==> config.mk <==
export PLATFORM = sky130hd
export DESIGN_NAME = scope_trigger_detector
export DESIGN_NICKNAME = d
export VERILOG_FILES = /design/src/rtl/scope_trigger_detector.sv
export SDC_FILE = /design/constraint.sdc
export NUM_CORES = 1
export LEC_CHECK = 0
export ABC_AREA = 1
export CAP_MARGIN = 40
export CORE_MARGIN = 1.5
export CORE_UTILIZATION = 50
export CTS_BUF_LIST = sky130_fd_sc_hd__clkbuf_8
export CTS_CLUSTER_SIZE = 16
export DETAILED_ROUTE_END_ITERATION = 7
export GPL_TIMING_DRIVEN = 0
export PLACE_DENSITY = 0.76
export SLEW_MARGIN = 15
export SYNTH_ARGS = -nofsm -noshare
export SYNTH_HDL_FRONTEND = slang
export SYNTH_SLANG_ARGS = --single-unit
==> constraint.sdc <==
create_clock -name clock -period 2.36 [get_ports clock]
set_input_delay 0.236 -clock clock [delete_from_list [all_inputs] [get_ports clock]]
set_output_delay 0.236 -clock clock [all_outputs]
set_load 0.005 [all_outputs]
==> src/rtl/scope_trigger_detector.sv <==
// rtl/scope_trigger_detector.sv - hysteresis-qualified edge trigger with holdoff, auto and single-shot acquisition
module scope_trigger_detector #(
  parameter int DATA_WIDTH = 16,
  parameter int DEST_WIDTH = 8
) (
  input  logic                  clock,
  input  logic                  reset,
  input  logic [DATA_WIDTH-1:0] data_in_tdata,
  input  logic [DEST_WIDTH-1:0] data_in_tdest,
  input  logic                  data_in_tvalid,
  input  logic [DEST_WIDTH-1:0] trigger_channel,
  input  logic [DATA_WIDTH-1:0] trigger_level,
  input  logic [DATA_WIDTH-1:0] hysteresis,
  input  logic [1:0]            trigger_mode,
  input  logic [1:0]            acquisition_mode,
  input  logic                  arm,
  input  logic                  disarm,
  input  logic [31:0]           holdoff,
  input  logic [31:0]           auto_timeout,
  input  logic                  capture_inhibit,
  output logic                  trigger_out,
  output logic                  trigger_forced,
  output logic [1:0]            trigger_state
);

  localparam int EW = DATA_WIDTH + 2;

  typedef enum logic [1:0] {IDLE = 2'd0, HOLDOFF = 2'd1, ARMED = 2'd2, FIRED = 2'd3} state_t;
  typedef enum logic [1:0] {REG_UNKNOWN = 2'd0, REG_LOW = 2'd1, REG_HIGH = 2'd2} region_t;

  state_t  state, state_d;
  region_t region;
  logic [31:0] hold_cnt, hold_d;
  logic [31:0] to_cnt, to_d;
  logic        phase, phase_d;
  logic        fire, forced_d;

  logic signed [EW-1:0] sample_ext, level_ext, hyst_ext, lower;
  logic [DEST_WIDTH-1:0] channel_q;
  logic qualified, channel_changed, above, below;
  logic rise_evt, fall_evt, edge_event;
  logic single_mode, auto_mode, timeout_hit;

  // Two guard bits make level - hysteresis exact for every input combination.
  assign sample_ext = {{2{data_in_tdata[DATA_WIDTH-1]}}, data_in_tdata};
  assign level_ext  = {{2{trigger_level[DATA_WIDTH-1]}}, trigger_level};
  assign hyst_ext   = {2'b00, hysteresis};
  assign lower      = level_ext - hyst_ext;

  assign qualified       = data_in_tvalid && (data_in_tdest == trigger_channel);
  assign channel_changed = (channel_q != trigger_channel);
  assign above           = (sample_ext >= level_ext);
  assign below           = (sample_ext < lower);

  // A sample judged against the previous channel's region would be meaningless.
  assign rise_evt = qualified && !channel_changed && (region == REG_LOW)  && above;
  assign fall_evt = qualified && !channel_changed && (region == REG_HIGH) && below;

  always_comb begin
    edge_event = 1'b0;
    case (trigger_mode)
      2'd0:    edge_event = rise_evt;
      2'd1:    edge_event = fall_evt;
      2'd2:    edge_event = rise_evt || fall_evt;
      default: edge_event = 1'b0;
    endcase
  end

  always_ff @(posedge clock or negedge reset) begin
    if (!reset) begin
      region    <= REG_UNKNOWN;
      channel_q <= '0;
    end else begin
      channel_q <= trigger_channel;
      if (channel_changed) begin
        region <= REG_UNKNOWN;
      end else if (qualified) begin
        if (above) begin
          region <= REG_HIGH;
        end else if (below) begin
          region <= REG_LOW;
        end
      end
    end
  end

  assign single_mode = (acquisition_mode == 2'd1);
  assign auto_mode   = (acquisition_mode == 2'd2);
  assign timeout_hit = auto_mode && (auto_timeout != 32'd0) && (to_cnt == auto_timeout - 32'd1);

  always_comb begin
    state_d  = state;
    hold_d   = hold_cnt;
    to_d     = to_cnt;
    phase_d  = phase;
    fire     = 1'b0;
    forced_d = trigger_forced;
    if (disarm) begin
      state_d = IDLE;
      phase_d = 1'b0;
    end else begin
      case (state)
        IDLE: begin
          if (arm) begin
            if (holdoff == 32'd0) begin
              state_d = ARMED;
              to_d    = 32'd0;
            end else begin
              state_d = HOLDOFF;
              hold_d  = holdoff;
            end
          end
        end
        HOLDOFF: begin
          if (hold_cnt <= 32'd1) begin
            state_d = ARMED;
            to_d    = 32'd0;
          end else begin
            hold_d = hold_cnt - 32'd1;
          end
        end
        ARMED: begin
          to_d = to_cnt + 32'd1;
          if (edge_event && !capture_inhibit) begin
            fire     = 1'b1;
            forced_d = 1'b0;
            state_d  = FIRED;
            phase_d  = 1'b0;
          end else if (timeout_hit) begin
            fire     = 1'b1;
            forced_d = 1'b1;
            state_d  = FIRED;
            phase_d  = 1'b0;
          end
        end
        FIRED: begin
          // Phase 0 waits for the hub to raise capture_inhibit, phase 1 for it to drop.
          if (!phase) begin
            if (capture_inhibit) phase_d = 1'b1;
          end else if (!capture_inhibit) begin
            phase_d = 1'b0;
            if (single_mode) begin
              state_d = IDLE;
            end else if (holdoff == 32'd0) begin
              state_d = ARMED;
              to_d    = 32'd0;
            end else begin
              state_d = HOLDOFF;
              hold_d  = holdoff;
            end
          end
        end
        default: state_d = IDLE;
      endcase
    end
  end

  always_ff @(posedge clock or negedge reset) begin
    if (!reset) begin
      state          <= IDLE;
      hold_cnt       <= 32'd0;
      to_cnt         <= 32'd0;
      phase          <= 1'b0;
      trigger_out    <= 1'b0;
      trigger_forced <= 1'b0;
    end else begin
      state          <= state_d;
      hold_cnt       <= hold_d;
      to_cnt         <= to_d;
      phase          <= phase_d;
      trigger_out    <= fire;
      trigger_forced <= forced_d;
    end
  end

  assign trigger_state = state;

endmodule
=== Word level (Yosys, flattened, before mapping) ===
Index checks and enable logic that the tools add are counted.
Widths: inputs -> output; s select.

* Flip-flop bits (word level): 79
* Input port bits: 138
* Output and inout bits: 4
* Word-level logic and storage cells: 106

* $add $sub $neg: 4
* Order comparisons: 3
* Eq/ne operators: 23
* Mux-type cells: 40
* Bitwise gates (word level): 1
* Reduce and logical (&&, ||, !) cells: 27

{| class="wikitable"
|+ Operator list
! cell !! number
|-
| $mux 32 || 12
|-
| $pmux 32 s4 || 1
|-
| $pmux 32 s3 || 1
|-
| $sub 32x1->32 const B || 2
|-
| $add 32x1->32 const B || 1
|-
| $eq 32x32->1 || 1
|-
| $le 32x1->1 const B || 1
|-
| $logic_not 32->1 || 1
|-
| $reduce_bool 32->1 || 1
|-
| $mux 2 || 13
|-
| $lt 16x18->1 || 1
|-
| $sub 16x17->18 || 1
|-
| $ge 16x16->1 || 1
|-
| $ne 2x2->1 const B || 6
|-
| $ne 3x3->1 const B || 4
|-
| $eq 2x2->1 const B || 5
|-
| $mux 1 || 10
|-
| $logic_and 1x1->1 || 9
|-
| $reduce_bool 3->1 || 3
|-
| $eq 2x1->1 const B || 4
|-
| $eq 8x8->1 || 1
|-
| $ne 8x8->1 || 1
|-
| $pmux 2 s4 || 1
|-
| $reduce_and 7->1 || 1
|-
| other kinds (12) || 16
|}

=== Longest topological paths before layout ===
* Word-level depth: 11
* Depth in mapped cells: 25

=== Least setup slack after synthesis ===
OpenSTA, ideal clock, no wires.

* Kind: input to register
* Start point: input port trigger_level[0]
* End point: register state[0], in the netlist trigger_state[0]
* Data arrival time: 3.078 ns
* Setup slack: -0.835 ns
* Stages on the path: 23
* Path buffers: 0
* Path through: inv_1 -> ha_1 -> fa_1 -> o21ai_1 -> a31oi_1 -> o21ai_2 -> a21boi_0 -> o21ai_1 -> xnor2_1 -> ha_1 -> nand2_1 -> nor2_1 -> nand2_1 -> nor2_1 -> o2111ai_1 -> nand4_1 -> nand3_1 -> nand2_1 -> nand2_1 -> nand3_2 -> nand2_1 -> nand2_1 -> nand2_1

* Cells in the longest elaborated chain, start to end: 9
* Elaborated cells on any way between the ends: 13
* Classes of those cells: add/sub (1); order compare (2); eq/ne (1); mux (4); reduce/logical (5)

{| class="wikitable"
|+ RTL lines
! what !! line !! source
|-
| start: declaration || 12 || <nowiki>input logic [DATA_WIDTH-1:0] trigger_level,</nowiki>
|-
| $sub 16x17->18 || 48 || <nowiki>assign lower = level_ext - hyst_ext;</nowiki>
|-
| $lt 16x18->1 || 53 || <nowiki>assign below = (sample_ext < lower);</nowiki>
|-
| $logic_and 1x1->1 || 57 || <nowiki>assign fall_evt = qualified && !channel_changed && (region == REG_HIGH) && below;</nowiki>
|-
| $logic_or 1x1->1 || 64 || <nowiki>2'd2: edge_event = rise_evt || fall_evt;</nowiki>
|-
| $pmux 1 s3 * || 61 || <nowiki>case (trigger_mode)</nowiki>
|-
| $logic_and 1x1->1 * || 124 || <nowiki>if (edge_event && !capture_inhibit) begin</nowiki>
|-
| $mux 2 || 124 ||
|-
| $pmux 2 s4 || 102 || <nowiki>case (state)</nowiki>
|-
| $mux 2 || 98 || <nowiki>if (disarm) begin</nowiki>
|-
| end signal: assignment || 167 || <nowiki>state <= state_d;</nowiki>
|-
| end: declaration || 31 || <nowiki>state_t state, state_d;</nowiki>
|}

Mark *: on every way between the ends. The rest lies on a longest branch, timed or not.
A chain may end at the register's enable or synchronous reset.

=== Worst setup path after layout ===
* Start point: input port trigger_level[0]
* End point: register state[1], in the netlist trigger_state[1]

The elaborated chain is that of the path after synthesis.

==> impl_summary.txt <==
----------------------------------------------------
[Cells and area]
  Number of nets in the layout ... 1652
  Share of final-layout standard cells stronger than drive strength 1 ... 12.79%
  Antenna Cells ... 0
  Post-synthesis to final-layout area growth ... 29.82%
  Layout filler cell count ... 1443
  Multi-input gate area in the final layout ... 6037 um^2
  Core utilization of the finished layout ... 67.26%
  Register cell area after layout ... 1977 um^2

[Synth]
  Async set-or-reset flop fraction in the synthesized netlist ... 100.0%
  Synth unique cells ... 57
  Top area cells in the synthesized netlist ... sky130_fd_sc_hd__dfrtp_1 24%, sky130_fd_sc_hd__nand2_1 15%, sky130_fd_sc_hd__ha_1 8.3%, sky130_fd_sc_hd__nor2_1 7.6%, sky130_fd_sc_hd__inv_1 7.1%
  Library cell with the largest summed area after synthesis ... sky130_fd_sc_hd__dfrtp_1
  Synth Warn # ... 0
  Post-Syn Nets ... 1482
  Synth Cell Area ... 8319 um^2
  Number of flops mapped to enable cells by yosys ... 0
  Avg Inst Size Synth ... 6.459 um^2
  Post-synth top area share ... 23.76%
  Sequential area share after synthesis ... 23.76%
  Mapped Cells ... 1288
  Flops & latches, synth ... 79
  Top_reg_cell synth ... sky130_fd_sc_hd__dfrtp_1

[Clock tree]
  Number of buffers on the longest clock path ... 2
  CTS Root Cell ... sky130_fd_sc_hd__clkbuf_8
  Clock latency on the worst-skew pair ... 0.36 ns
  CTS tree ... done
  TritonCTS Buffers ... 9
  Clock sink count ... 79
  Count of H-tree levels built during CTS ... 3
  CTS clk-pin slew, worst paths ... 0.08 ns

[STA]
  Endpoints failing hold ... 0
  Final worst slack ... -0.6269 ns
  Count of final max-slew check failures ... 0
  Min Tclk post-route ... 2.987 ns
  Worst slew slack as a fraction of its limit ... 59.55%
  Worst-Margin Slew ... 0.6067 ns
  Endpoints failing setup ... 7
  Worst clock skew on the final layout ... 0.007240 ns
  Final worst path period share ... 126.6%
  Unrepaired setup endpoints after global routing ... yes
  Fin Setup TNS ... -4.042 ns
  Peak clock frequency supported by timing ... 334.8 MHz

[GRT]
  Global route total overflow ... 0
  Maximum number of pins on one net before global-route repair ... 59
  Total global routing track utilization ... 29.43%
  Number of global-route vias before repair ... 8719
  Number of antenna violations at the first check in global routing ... 0
  Wire length of the first global-routing pass ... 41.85 mm

[Worst setup path]
  Critical path class ... in -> reg
  CP Data Required Time ... 2.60 ns
  Max Fanout on Critical Path ... 4
  Crit path capture type ... flop
  Category of the worst setup path launch point ... input port
  Worst EP arrival ... 3.23 ns

[Route]
  Total via count after detailed routing ... 9135
  Post-detailed-routing wire length ... 25.79 mm
  Detail-routed net length per standard cell ... 15.37 um
  Routed vias/inst ... 5.444
  Highest metal layer used by the detailed router ... met4
  Remaining design rule violation count ... 0
  Met2 layer wire length in the routed design ... 11.99 mm
  Antenna Violating Nets Remaining ... 0
  Met1 routed wirelength after detailed routing ... 11.28 mm
  First-pass iteration count of the detailed router ... 5
  Routed wl met3 ... 1.583 mm
  DRT iter0 DRCs ... 538

[Placed design]
  Placer's final routability congestion estimate ... 0.9573
  Final HPWL from detailed placement ... 20.12 mm
  Port Buf Inserts ... 141
  Worst setup timing slack at the placement stage ... -1.761 ns

[Floorplan]
  Die width ... 132.0 um
  Height of the die ... 132.0 um
  Die ar. ... 17420 um^2
  Standard-cell rows ... 46
  Starting density of the core ... 51.81%
  Area of the placeable core ... 16060 um^2
  IO Count ... 142

[Power]
  Worst voltage drop across the vdd grid ... 0.0005025 V
  Power per Cell Area ... 657.7 nW/um^2
  Leakage power of the design ... 4.835 nW

[Hold path]
  Path category of the worst min-delay check ... in -> async

[Run]
  Maximum Capacitance Violations ... 0

[Outcome]
  Status ... complete, but fails checks
  Failing checks ... negative setup slack

----------------------------------------------------
==> registers in the layout, indices dropped and copies added, names as in the netlist <==
| register | cells |
|---|---|
| region | 2 |
| to_cnt | 32 |
| phase | 1 |
| hold_cnt | 32 |
| trigger_out | 1 |
| trigger_forced | 1 |
| trigger_state | 2 |
| channel_q | 8 |
==> worst max-delay path, stage by stage <==
cell	delay [ns]
sky130_fd_sc_hd__buf_8	0.09
sky130_fd_sc_hd__inv_8	0.03
sky130_fd_sc_hd__ha_4	0.15
sky130_fd_sc_hd__fa_2	0.37
sky130_fd_sc_hd__o21ai_4	0.19
sky130_fd_sc_hd__a31oi_4	0.12
sky130_fd_sc_hd__o21ai_4	0.23
sky130_fd_sc_hd__a21boi_2	0.10
sky130_fd_sc_hd__o21ai_2	0.19
sky130_fd_sc_hd__xnor2_1	0.10
sky130_fd_sc_hd__ha_1	0.30
sky130_fd_sc_hd__nand2_1	0.07
sky130_fd_sc_hd__nor2_2	0.11
sky130_fd_sc_hd__nand2_2	0.08
sky130_fd_sc_hd__nor2_4	0.11
sky130_fd_sc_hd__o2111ai_2	0.12
sky130_fd_sc_hd__nand3_1	0.11
sky130_fd_sc_hd__nand2_2	0.06
sky130_fd_sc_hd__nand3_1	0.08
sky130_fd_sc_hd__nand2_1	0.06
sky130_fd_sc_hd__nand2_2	0.09
sky130_fd_sc_hd__nand3_4	0.09
sky130_fd_sc_hd__nand3_1	0.09
sky130_fd_sc_hd__nand2_1	0.07
==> area by class of cell <==
| class | instances | share of cell area, % |
|---|---|---|
| clock inverter | 5 | 0.6835 |
| tap | 216 | 2.502 |
| inverter | 167 | 5.873 |
| sequential | 79 | 18.30 |
| multi-input combinational | 1021 | 55.90 |
| clock buffer | 10 | 1.274 |
| buffer | 21 | 1.101 |
| timing repair buffer | 159 | 14.37 |
==> report_power, final <==
| group | switching (mW) | internal, mW |
|---|---|---|
| Sequential | 0.550 | 1.79 |
| Combinational | 2.19 | 1.43 |
| Clock | 0.524 | 0.612 |
| Total | 3.26 | 3.84 |
==> placed cells by master (no fill, tap or decap), types with 9 or more instances in the layout <==
| cell type | count |
|---|---|
| sky130_fd_sc_hd__nand2_1 | 314 |
| sky130_fd_sc_hd__nor2_1 | 164 |
| sky130_fd_sc_hd__inv_1 | 147 |
| sky130_fd_sc_hd__clkdlybuf4s50_1 | 121 |
| sky130_fd_sc_hd__dfrtp_1 | 79 |
| sky130_fd_sc_hd__o21ai_0 | 69 |
| sky130_fd_sc_hd__nand3_1 | 69 |
| sky130_fd_sc_hd__xor2_1 | 51 |
| sky130_fd_sc_hd__a21oi_1 | 40 |
| sky130_fd_sc_hd__ha_1 | 40 |
| sky130_fd_sc_hd__nand4_1 | 37 |
| sky130_fd_sc_hd__nor3_1 | 30 |
| sky130_fd_sc_hd__nor2_2 | 22 |
| sky130_fd_sc_hd__inv_2 | 19 |
| sky130_fd_sc_hd__xnor2_1 | 18 |
| sky130_fd_sc_hd__buf_4 | 18 |
| sky130_fd_sc_hd__nand2_2 | 17 |
| sky130_fd_sc_hd__a31oi_1 | 14 |
| sky130_fd_sc_hd__ha_4 | 14 |
| sky130_fd_sc_hd__nor4_1 | 13 |
| sky130_fd_sc_hd__clkbuf_8 | 10 |
| sky130_fd_sc_hd__clkbuf_1 | 9 |
==> timing repair <==
item / 4_1_cts / 5_1_grt
resized for setup: 106 / 38
hold buffers: 1 / 0
pin swaps: 42 / 32
hold endpoints to repair: 21 / 0
setup buffers: 11 / 5
endpoints found under the setup margin: 18 / 66
==> logic make-up (layout without fill, tap and decap cells) <==
group	count (synthesis)	after routing	share of synthesized area, %
xor gates and xnor gates	70	70	7.535
muxes	1	1	0.1353
DFF	79	79	23.76
and+or+nand+nor	715	715	38.95
AOI/OAI and AO/OA	179	179	12.35
adders and majority gates	56	56	8.513
buffers and inverters	188	362	8.753
==> final timing paths <==
check / slack (ns) / endpoint / depth (start not counted) / start
min reg2reg: 0.48 / phase$_DFFE_PN0P_ / 2 / phase$_DFFE_PN0P_
max: -0.63 / trigger_state[1]$_DFFE_PN0P_ / 24 / trigger_level[0]
max reg2reg: 0.17 / trigger_state[1]$_DFFE_PN0P_ / 15 / to_cnt[0]$_DFFE_PN0P_
max in group asynchronous: 1.45 / channel_q[7]$_DFF_PN0_ / 3 / reset
min: 0.31 / to_cnt[18]$_DFFE_PN0P_ / 2 / reset
min in group clock: 0.34 / channel_q[0]$_DFF_PN0_ / 1 / trigger_channel[0]
==> through the flow <==
step                cells  area, um^2  hold WS [ns]  power, mW
finish               1678       10800        0.3103      7.103
global route         1678       10800        0.3488      7.646
CTS                  1673       10650        0.3206      6.945
detailed placement   1646       10060        0.1582      5.688
global placement     1645       10040        0.4551      5.609
floorplan            1288        8358      -0.05959      4.558
==> cells in the mapped netlist (2+ instances only) <==
master and number:
sky130_fd_sc_hd__inv_1 158, sky130_fd_sc_hd__nor4_1 15, sky130_fd_sc_hd__o221ai_1 4, sky130_fd_sc_hd__o21ai_0 71, sky130_fd_sc_hd__inv_2 8, sky130_fd_sc_hd__a31oi_1 15
sky130_fd_sc_hd__o22a_1 2, sky130_fd_sc_hd__dfrtp_1 79, sky130_fd_sc_hd__o211ai_1 6, sky130_fd_sc_hd__nor3_1 33, sky130_fd_sc_hd__nand2_2 6, sky130_fd_sc_hd__nor2_4 5
sky130_fd_sc_hd__clkbuf_1 12, sky130_fd_sc_hd__buf_2 6, sky130_fd_sc_hd__nand3b_1 7, sky130_fd_sc_hd__a22oi_1 4, sky130_fd_sc_hd__nand2_1 328, sky130_fd_sc_hd__o31ai_1 2
sky130_fd_sc_hd__o21ai_1 7, sky130_fd_sc_hd__o22ai_1 3, sky130_fd_sc_hd__nand4_1 37, sky130_fd_sc_hd__a21boi_0 3, sky130_fd_sc_hd__buf_4 2, sky130_fd_sc_hd__xnor2_1 18
sky130_fd_sc_hd__o21bai_1 3, sky130_fd_sc_hd__nor2_2 18, sky130_fd_sc_hd__nor2_1 169, sky130_fd_sc_hd__nand3_2 6, sky130_fd_sc_hd__or2_2 5, sky130_fd_sc_hd__a21oi_1 48
sky130_fd_sc_hd__xor2_1 51, sky130_fd_sc_hd__nand3_1 72, sky130_fd_sc_hd__ha_1 55, sky130_fd_sc_hd__nand2_4 4, sky130_fd_sc_hd__o21a_1 3, sky130_fd_sc_hd__nor2_8 2
==> per-layer routing <==
layer | vias up | global-route usage (%)
li1 | 4578 | -
met1 | 4169 | 38.15
met2 | 328 | 48.98
met3 | 60 | 3.922
met4 | 0 | 13.02
met5 | - | 0
Note: power is estimated with default switching activity, not from simulation.
